### src/rtl/fe_icache_resp_if.sv
// Fetch-to-I$ port: request channel from fetch and response channel back to fetch.
// master = fetch side, slave = cache/responder side.
interface fe_icache_resp_if;
  logic        req_valid;
  logic [63:0] req_pc;
  logic        req_ready;

  logic        rsp_valid;
  logic [63:0] rsp_pc;
  logic [31:0] rsp_inst;
  logic        rsp_fault;
  logic        rsp_ready;

  modport master (
    output req_valid, req_pc, rsp_ready,
    input  req_ready, rsp_valid, rsp_pc, rsp_inst, rsp_fault
  );

  modport slave (
    input  req_valid, req_pc, rsp_ready,
    output req_ready, rsp_valid, rsp_pc, rsp_inst, rsp_fault
  );
endinterface

### src/rtl/fe_icache_resp.sv
// Responder end of the fetch I-cache port. Requests are checked for alignment
// and range, good ones read a 1-cycle synchronous instruction RAM, and every
// request (faulted or not) produces exactly one in-order response. A single
// stage register holds the request while its RAM read is in flight; the
// response FIFO behind it absorbs backpressure. A credit on stage + FIFO
// occupancy keeps the FIFO from ever overflowing.
module fe_icache_resp #(
  parameter int          DEPTH   = 2,
  parameter int          MEM_AW  = 14,
  parameter logic [63:0] PC_BASE = 64'h0
) (
  input  logic                clk,
  input  logic                rst,
  input  logic                flush,
  fe_icache_resp_if.slave     ic,
  output logic                mem_rd_en,
  output logic [MEM_AW-1:0]   mem_rd_addr,
  input  logic [31:0]         mem_rd_data
);

  // Pointer width stays at least one bit so DEPTH=1 still elaborates.
  localparam int PW = (DEPTH > 1) ? $clog2(DEPTH) : 1;
  localparam int CW = $clog2(DEPTH + 1);
  localparam logic [CW-1:0] DEPTH_C  = CW'(DEPTH);
  localparam logic [CW:0]   DEPTH_OC = (CW + 1)'(DEPTH);
  localparam logic [PW-1:0] LAST_PTR = PW'(DEPTH - 1);

  // Request-side decode.
  logic [64:0]       off_ext;
  logic [63:0]       off;
  logic              below_base;
  logic              fault;
  logic              unused_off_lsb;

  // Credit and handshakes.
  logic [CW:0]       occ;
  logic              req_ready;
  logic              req_fire;
  logic              rsp_valid;
  logic              push;
  logic              pop;

  // Stage register: request whose RAM read is in flight.
  logic              stage_valid;
  logic [63:0]       stage_pc;
  logic              stage_fault;

  // Response FIFO.
  logic [63:0]       fifo_pc    [DEPTH];
  logic [31:0]       fifo_inst  [DEPTH];
  logic              fifo_fault [DEPTH];
  logic [PW-1:0]     wr_ptr;
  logic [PW-1:0]     rd_ptr;
  logic [CW-1:0]     fifo_count;

  // Circular increment that also works for non-power-of-2 depths.
  function automatic logic [PW-1:0] ptr_next(input logic [PW-1:0] p);
    return (p == LAST_PTR) ? '0 : p + PW'(1);
  endfunction

  // The extra top bit of the subtraction is the borrow, i.e. pc < PC_BASE.
  assign off_ext        = {1'b0, ic.req_pc} - {1'b0, PC_BASE};
  assign off            = off_ext[63:0];
  assign below_base     = off_ext[64];
  assign unused_off_lsb = ^off[1:0];

  // Fault classification of the incoming PC: misaligned, below the window, or past the end of RAM.
  always_comb begin
    fault = 1'b0;
    if (ic.req_pc[1:0] != 2'b00) fault = 1'b1;
    if (below_base)              fault = 1'b1;
    if (off[63:MEM_AW+2] != '0)  fault = 1'b1;
  end

  assign occ       = {1'b0, fifo_count} + (CW + 1)'(stage_valid);
  assign req_ready = !rst && !flush && (occ < DEPTH_OC);
  assign req_fire  = ic.req_valid && req_ready;

  assign ic.req_ready = req_ready;

  // Faulted requests never touch the RAM; the address is held at zero in reset.
  assign mem_rd_en   = req_fire && !fault;
  assign mem_rd_addr = rst ? '0 : off[MEM_AW+1:2];

  assign rsp_valid = (fifo_count != '0);
  assign push      = stage_valid && !flush;
  assign pop       = rsp_valid && ic.rsp_ready && !flush;

  assign ic.rsp_valid = rsp_valid;
  assign ic.rsp_pc    = fifo_pc[rd_ptr];
  assign ic.rsp_inst  = fifo_inst[rd_ptr];
  assign ic.rsp_fault = fifo_fault[rd_ptr];

  // Stage register captures an accepted request for exactly one cycle while RAM data arrives.
  always_ff @(posedge clk or posedge rst) begin
    if (rst) begin
      stage_valid <= 1'b0;
      stage_pc    <= '0;
      stage_fault <= 1'b0;
    end else if (flush) begin
      stage_valid <= 1'b0;
    end else begin
      stage_valid <= req_fire;
      if (req_fire) begin
        stage_pc    <= ic.req_pc;
        stage_fault <= fault;
      end
    end
  end

  // FIFO storage: the staged request is written together with the RAM word that just returned.
  always_ff @(posedge clk or posedge rst) begin
    if (rst) begin
      for (int i = 0; i < DEPTH; i++) begin
        fifo_pc[i]    <= '0;
        fifo_inst[i]  <= '0;
        fifo_fault[i] <= 1'b0;
      end
    end else if (push) begin
      fifo_pc[wr_ptr]    <= stage_pc;
      fifo_inst[wr_ptr]  <= stage_fault ? 32'h0 : mem_rd_data;
      fifo_fault[wr_ptr] <= stage_fault;
    end
  end

  // FIFO pointers and count; flush empties the queue without touching storage.
  always_ff @(posedge clk or posedge rst) begin
    if (rst) begin
      wr_ptr     <= '0;
      rd_ptr     <= '0;
      fifo_count <= '0;
    end else if (flush) begin
      wr_ptr     <= '0;
      rd_ptr     <= '0;
      fifo_count <= '0;
    end else begin
      if (push) wr_ptr <= ptr_next(wr_ptr);
      if (pop)  rd_ptr <= ptr_next(rd_ptr);
      if (push && !pop)      fifo_count <= fifo_count + CW'(1);
      else if (!push && pop) fifo_count <= fifo_count - CW'(1);
    end
  end

  // The occupancy credit must make a push into a full FIFO impossible.
  overflow_check: assert property (@(posedge clk) disable iff (rst)
    !(push && !pop && (fifo_count == DEPTH_C)));

endmodule

### src/flat_wrapper.sv
// flat-port wrapper written by rule: the top's interface ports become plain ports
module fe_icache_resp_flat 
#(
  parameter int          DEPTH   = 2,
  parameter int          MEM_AW  = 14,
  parameter logic [63:0] PC_BASE = 64'h0
)
  (clk, rst, flush, mem_rd_en, mem_rd_addr, mem_rd_data, ic_req_valid, ic_req_pc, ic_rsp_ready, ic_req_ready, ic_rsp_valid, ic_rsp_pc, ic_rsp_inst, ic_rsp_fault);
  fe_icache_resp_if ic_i ();
  input  logic clk;
  input  logic rst;
  input  logic flush;
  output logic mem_rd_en;
  output logic [MEM_AW-1:0] mem_rd_addr;
  input  logic [31:0] mem_rd_data;
  input wire logic [$bits(ic_i.req_valid)-1:0] ic_req_valid;
  input wire logic [$bits(ic_i.req_pc)-1:0] ic_req_pc;
  input wire logic [$bits(ic_i.rsp_ready)-1:0] ic_rsp_ready;
  output wire logic [$bits(ic_i.req_ready)-1:0] ic_req_ready;
  output wire logic [$bits(ic_i.rsp_valid)-1:0] ic_rsp_valid;
  output wire logic [$bits(ic_i.rsp_pc)-1:0] ic_rsp_pc;
  output wire logic [$bits(ic_i.rsp_inst)-1:0] ic_rsp_inst;
  output wire logic [$bits(ic_i.rsp_fault)-1:0] ic_rsp_fault;
  assign ic_i.req_valid = ic_req_valid;
  assign ic_i.req_pc = ic_req_pc;
  assign ic_i.rsp_ready = ic_rsp_ready;
  assign ic_req_ready = ic_i.req_ready;
  assign ic_rsp_valid = ic_i.rsp_valid;
  assign ic_rsp_pc = ic_i.rsp_pc;
  assign ic_rsp_inst = ic_i.rsp_inst;
  assign ic_rsp_fault = ic_i.rsp_fault;
  fe_icache_resp #(.DEPTH(DEPTH), .MEM_AW(MEM_AW), .PC_BASE(PC_BASE)) u_core (.clk(clk), .rst(rst), .flush(flush), .ic(ic_i), .mem_rd_en(mem_rd_en), .mem_rd_addr(mem_rd_addr), .mem_rd_data(mem_rd_data));
endmodule
### config.mk
export PLATFORM = sky130hd
export DESIGN_NAME = fe_icache_resp_flat
export DESIGN_NICKNAME = d
export VERILOG_FILES = /design/src/rtl/fe_icache_resp_if.sv /design/src/rtl/fe_icache_resp.sv /design/src/flat_wrapper.sv
export SDC_FILE = /design/constraint.sdc
export NUM_CORES = 1
export LEC_CHECK = 0
export BUFFER_PORTS_ARGS = -buffer_cell sky130_fd_sc_hd__buf_2
export CAP_MARGIN = 10
export CORE_ASPECT_RATIO = 1.4
export CORE_MARGIN = 5
export CORE_UTILIZATION = 56
export CTS_CLUSTER_SIZE = 10
export DETAILED_ROUTE_END_ITERATION = 8
export PLACE_DENSITY_LB_ADDON = 0.08
export SLEW_MARGIN = 15
export SYNTH_ARGS = -nofsm -noshare
export SYNTH_HDL_FRONTEND = slang
export SYNTH_SLANG_ARGS = --single-unit
### constraint.sdc
create_clock -name clk -period 8.3 [get_ports clk]
set_clock_uncertainty 0.05 [all_clocks]
set_input_delay 0 -clock clk [delete_from_list [all_inputs] [get_ports clk]]
set_output_delay 0 -clock clk [all_outputs]
set_load 0.03 [all_outputs]
==> results of run 1 <==
kinds of logic after synthesis:
group                  count (synthesis)  share of synthesized area
AND/OR/NAND/NOR                      375                     0.1328
buffers and inverters                 62                    0.03102
flip-flops                           264                     0.5787
multiplexers                         211                     0.2213
AO/OA/AOI/OAI                         72                    0.03387
XOR/XNOR                               3                   0.002302
through the flow:
stage	power, W	utilization	setup WS, ns
global placement	0.002310	0.6275	5.940
floorplan	0.002116	-	0.7912
CTS	0.003503	0.7251	5.422
global route	0.003636	0.7251	5.362
detailed placement	0.002323	0.6275	5.897
finish	0.003471	0.7251	5.465
where the power goes:
group | switching, W | internal (W) | total, W
clock | 0.000461 | 0.000653 | 0.00111
combinational | 0.000415 | 0.000334 | 0.000749
sequential | 0.000122 | 0.00149 | 0.00161
total | 0.000998 | 0.00247 | 0.00347
worst paths after layout:
check | startpoint | endpoint | slack, ns
max | u_core.rd_ptr | ic_rsp_pc[2] | 5.47
min | ic_req_pc[36] | u_core.stage_pc[36] | 0.20
max reg2reg | u_core.fifo_count[0] | u_core.stage_pc[8] | 5.61
min reg2reg | u_core.fifo_pc[93] | u_core.fifo_pc[93] | 0.42
max in group asynchronous | rst | u_core.rd_ptr | 6.41
min in group asynchronous | rst | u_core.fifo_pc[127] | 0.35
sequential cells by signal, summed over array words and instances, names as in the netlist:
name and flops:
u_core.fifo_count 2, u_core.fifo_fault 2, u_core.fifo_inst 64, u_core.fifo_pc 128
u_core.rd_ptr 1, u_core.stage_fault 1, u_core.stage_pc 64, u_core.stage_valid 1
u_core.wr_ptr 1
cells in the mapped netlist:
cell type,number
nand2_1,333
dfrtp_1,264
mux2_2,167
o21ai_0,68
mux2_4,40
clkbuf_1,31
buf_2,16
nor2b_1,14
nor4_1,13
buf_12,5
buf_1,4
mux2_1,4
nor2_1,4
nand4_1,3
a21oi_1,2
inv_1,2
nand3b_1,2
xnor2_1,2
a2111oi_0,1
a2111oi_4,1
and4b_1,1
buf_4,1
buf_8,1
clkinv_1,1
clkinv_4,1
nand2_4,1
nand3_1,1
nor3b_1,1
or2_2,1
or3b_2,1
xor2_1,1
worst register-to-register path, cell delays in order (launching register included):
cell and delay (ns):
dfrtp_1 0.45, a2111oi_4 0.49, nand2_4 0.24, clkinv_4 0.61, nand2_1 0.16, nand2_1 0.09, dlygate4sd3_1 0.55
area by class of cell:
class / instances / area, sq um / area share
Tap cell: 252 / 315.3 / 0.02175
Clock inverter: 1 / 7.507 / 0.0005178
Clock buffer: 33 / 783.3 / 0.05402
Inverter: 4 / 27.53 / 0.001899
Timing Repair Buffer: 338 / 2292 / 0.1581
Sequential cell: 264 / 6610 / 0.4559
Multi-Input combinational cell: 661 / 4463 / 0.3078
layer usage:
metal  vias to the layer above  share of wire  wire [um]
li1                       3897              -          -
met1                      4013           0.42      11140
met2                       220           0.50      13270
met3                        43          0.054       1423
met4                         0          0.024        632
met5                         -              0          0
==> reports/metrics.yaml, run 1 <==
run_status:
  status: "completed"
detailed_routing:
  drcViolationCount: 0
  vias: 8173
  drtPass1Iterations: 4
  wl_um: 26470
  routed_via_density: 5.263
  post_drt_wl_per_cell_um: 17.04
  ant_nets: 0
  drtIter0Drc: 365
synth:
  avgSynthCellArea_sq_um: 11.57
  netlist_instances: 987
  synth_top_area_frac: 0.5787
  synth-seq-cells: 264
  synthesis.nets: 1088
  yosysSeqAreaShare: 0.5787
  synthTopCellsByArea: "dfrtp_1 58%, mux2_2 16%, nand2_1 11%, mux2_4 5.3%, o21ai_0 3.0%"
  synth_top_area_cell: "dfrtp_1"
  synth.distinct_cells: 31
  yosysWarningCount: 0
  netlist_area_sq_um: 11420
grt:
  grt_pass1_wl_um: 43300
  grt_pass1_vias: 8729
  grt_usage: 0.2299
  grtUsageMet2: 0.3984
  top_usage_layer: "met2"
  antenna_found_initial: 0
  grt_util_met3: 0.03607
  grt_overflow: 0
  grt_max_degree: 130
  met1_usage: 0.2976
cells_and_area:
  final_nets: 1400
  n_antenna_cell: 0
  layout_commonest_cell: "nand2_1"
  fin_area_sq_um: 14500
  drive_gt1_frac: 0.3605
  syn_to_final_growth_pct: 27.01
  stdcell_count: 1553
  final_cell_mix: "333 x nand2_1, 263 x dfrtp_1, 214 x buf_2"
  nFillCells: 1414
die:
  die_w_um: 130.7
  start_util: 0.5709
  die_y_um: 178.9
  io_pins: 215
  num_rows: 61
  coreArea_sq_um: 20000
  die_area_sq_um: 23380
min_path:
  hold_class: "input pin to register"
  whs_path_depth: 3
sta:
  finalHoldViolCount: 0
  fin_tns_setup_ns: 0
  max_freq_ghz: 0.3527
  hold_ws_ns: 0.1996
  slew_viol_final: 0
  period_share: 0.3416
  setup_viol: 0
  worst_slew_pin_slew_ns: 0.9997
  max_slew_margin: 0.3335
  rsz0062_at_grt: "no"
  min_period_ns: 2.835
setup_path:
  path_delay_family: "flip-flops"
  cpPeakStageDelay_ns: 1.07
  critPathBufInv: 2
  rr_worst_depth: 6
  path_depth: 3
  cp-end-kind: "output pin"
  crit_chain: "buf_4 -> mux2_2 -> buf_2"
  cp-start-kind: "register"
  path_class: "register to output pin"
  crit_path_top_delay_cell: "dfrtp_4"
  cp_max_fo: 65
  cp.arrival_ns: 2.78
  required_ns: 8.25
clock_tree:
  cts_setup_buffers: 0
  max-clock-path-buffers: 3
  cts_buffers: 30
  cts_tree: "yes"
  clk_latency_ns: 0.53
  holdBufCountCts: 116
  root_buffer: "clkbuf_16"
  htree_levels: 1
  cts.sinks: 264
  cts_resized: 0
  clk_pin_slew_worst_paths_ns: 0.06
place:
  port_buffers: 214
  globalplace.congestion: 0.7630
  dp.cells: 1403
  hpwl_um: 15820
  dpl_cell_area_sq_um: 12550
power_and_ir_drop:
  power.density_nw_per_um2: 239.4
  cellLeakagePower_nw: 7.359
  peakVddDrop_v: 0.0002120
flow_run:
  cap_violations: 0
No activity file was read; power rests on OpenSTA's default activity.
==> run 2, diff against run 1 <==
- clock period: 8.3 -> 2.7 ns (I/O delays scaled with it)
==> run 2 against run 1 <==
Net effect:
- combinational power increased to 3.0 times the previous value
- sequential share of layout area decreased by 0.11 points
- final area increased by 0.24%
- die area unchanged
- critical path depth increased by 1
- non-clock buffer count decreased by 1
- critical endpoint is now mem_rd_en
- largest cell class unchanged
- largest power group unchanged
==> reports/metrics.yaml, run 2 (synthesis results as in run 1) <==
sta:
  worst_slew_pin_slew_ns: 1.094  # +0.09460 ns
  hold_ws_ns: 0.1678  # -0.03176 ns
  slew_viol_final: 0  # unchanged
  period_share: 0.9290
  rsz0062_at_grt: "no"
  min_period_ns: 2.508
  finalHoldViolCount: 0  # unchanged
  max_slew_margin: 0.2660  # -0.06758
  finalWorstSetupSlack_ns: 0.1918  # -5.273 ns
  setup_viol: 0  # unchanged
  max_freq_ghz: 0.3987
clock_tree:
  max-clock-path-buffers: 3  # unchanged
  cts_tree: "yes"
  cts_buffers: 30  # unchanged
  cts.sinks: 264  # unchanged
  htree_levels: 1  # unchanged
  clk_pin_slew_worst_paths_ns: 0.06  # about the same
  root_buffer: "clkbuf_16"
  clk_latency_ns: 0.53  # about the same
power_and_ir_drop:
  power.density_nw_per_um2: 732.2  # +210%
  cellLeakagePower_nw: 7.374  # +0.21%
  peakVddDrop_v: 0.0006697  # +220%
  intPower_w: 0.007579  # +210%
  power.switching_w: 0.003062  # +210%
  switching_share: 0.2878  # +0.0003702
  p_comb_frac: 0.214  # -0.002
  clkPwrFrac: 0.321  # about the same
  seqPwrFrac: 0.465  # +0.002
cells_and_area:
  regMostFlops: "u_core.fifo_pc"
  layout_commonest_cell: "nand2_1"
  largest_reg_flops: 128  # unchanged
  drive_gt1_frac: 0.3715  # +0.01105
  final_nets: 1399  # -0.071%
  n_antenna_cell: 0  # unchanged
  final_cell_mix: "333 x nand2_1, 263 x dfrtp_1, 214 x buf_2"
  syn_to_final_growth_pct: 27.31
  largest_registers: "u_core.fifo_pc x128, u_core.fifo_inst x64, u_core.stage_pc x64"
place:
  hpwl_um: 16950  # +7.2%
  dp_worst_setup_slack_ns: 0.3643  # -5.533 ns
  port_buffers: 214  # unchanged
  globalplace.congestion: 0.7657  # +0.35%
min_path:
  whs_path_depth: 4  # +1
  holdPathEnd: "u_core.stage_pc[10]"
  hold_class: "input pin to register"
  min_from: "ic_req_pc[10]"
detailed_routing:
  drcViolationCount: 0  # unchanged
  routed_via_density: 5.225  # -0.72%
  post_drt_wl_per_cell_um: 17.20  # +0.92%
  drtIter0Drc: 335  # -8.2%
  ant_nets: 0  # unchanged
  wl_um: 26690  # +0.86%
  drtPass1Iterations: 5  # +1
  vias: 8109  # -0.78%
grt:
  grt_usage: 0.2338  # +0.003845
  grt_max_degree: 68  # -48%
  antenna_found_initial: 1  # +1
  grt_pass1_wl_um: 43960  # +1.5%
  grt_overflow: 0  # unchanged
  grt_pass1_vias: 8660  # -0.79%
flow_run:
  cap_violations: 0  # unchanged
setup_path:
  required_ns: 2.65  # -5.60 ns
  cp-end-kind: "output pin"
  r2r_slack_ns: 0.35  # -5.26 ns
  worstReg2RegEnd: "u_core.stage_pc[9]"
  path_class: "register to output pin"
  cp.arrival_ns: 2.46  # -0.32 ns
  rr_worst_depth: 6  # unchanged
  r2r_start: "u_core.stage_valid"
  cp-start-kind: "register"
  cp_max_fo: 9  # -86%
die:
  die_w_um: 130.7  # unchanged
  num_rows: 61  # unchanged
  start_util: 0.5709  # unchanged
  coreArea_sq_um: 20000  # unchanged
  die_area_sq_um: 23380  # unchanged
  io_pins: 215  # unchanged
  die_y_um: 178.9  # unchanged
run_status:
  status: "completed"
run 2: power by group through the flow:
stage                     logic [W]  registers, W  clock network (W)
after floorplan             0.00164       0.00487                  0
after global placement      0.00215       0.00498                  0
after detailed placement    0.00218       0.00500                  0
after CTS                   0.00230       0.00494            0.00353
after global routing        0.00249       0.00502            0.00368
final                       0.00228       0.00494            0.00342
run 2: worst max path at each step:
stage                  startpoint              endpoint  slack [ns]  cells past startpoint
2_1_floorplan                 rst  u_core.fifo_count[0]       -1.01                      2
3_3_place_gp   u_core.stage_valid   u_core.stage_pc[39]        0.46                      4
3_5_place_dp   u_core.stage_valid   u_core.stage_pc[41]        0.36                      4
4_1_cts        u_core.stage_valid             mem_rd_en        0.02                      4
5_1_grt        u_core.stage_valid             mem_rd_en        0.07                      4
6_report       u_core.stage_valid             mem_rd_en        0.19                      4
run 2: critical path, cell delays in order, from the launching register on:
cell       delay, ns
dfrtp_1         0.49
a2111oi_4       0.49
nand4_1         0.25
nor4_2          0.39
buf_2           0.31
run 2: area by class of cell:
class | count | area, sq um
repair buffers | 337 | 2325
well taps | 252 | 315.3
inverters | 4 | 23.77
clock inverters | 1 | 7.507
flip-flops and latches | 264 | 6610
fillers | 1445 | 5463
multi-input cells | 661 | 4469
clock buffers | 33 | 783.3
run 2: routing by layer:
metal	up-vias	global-route usage	share of wire
li1	3906	-	-
met1	3951	0.3031	0.41
met2	202	0.4031	0.51
met3	48	0.04352	0.058
met4	2	0.06218	0.023
met5	-	0	0.00049
run 2: through the flow:
stage	setup TNS, ns	std cells	util	cell area [sq um]	total power (W)
2_1_floorplan	-265.56	987	-	11440	0.006510
3_3_place_gp	0	1416	0.6359	12720	0.007122
3_5_place_dp	0	1416	0.6359	12720	0.007176
4_1_cts	0	1552	0.7265	14530	0.01077
5_1_grt	0	1552	0.7268	14530	0.01119
6_report	0	1552	0.7268	14530	0.01064
run 2: timing repair:
action                                  4_1_cts  5_1_grt
endpoints found under the hold margin       145        0
endpoints found under the setup margin        0        1
buffers inserted                              0        0
hold buffers                                102        0
resized for setup                             0        1
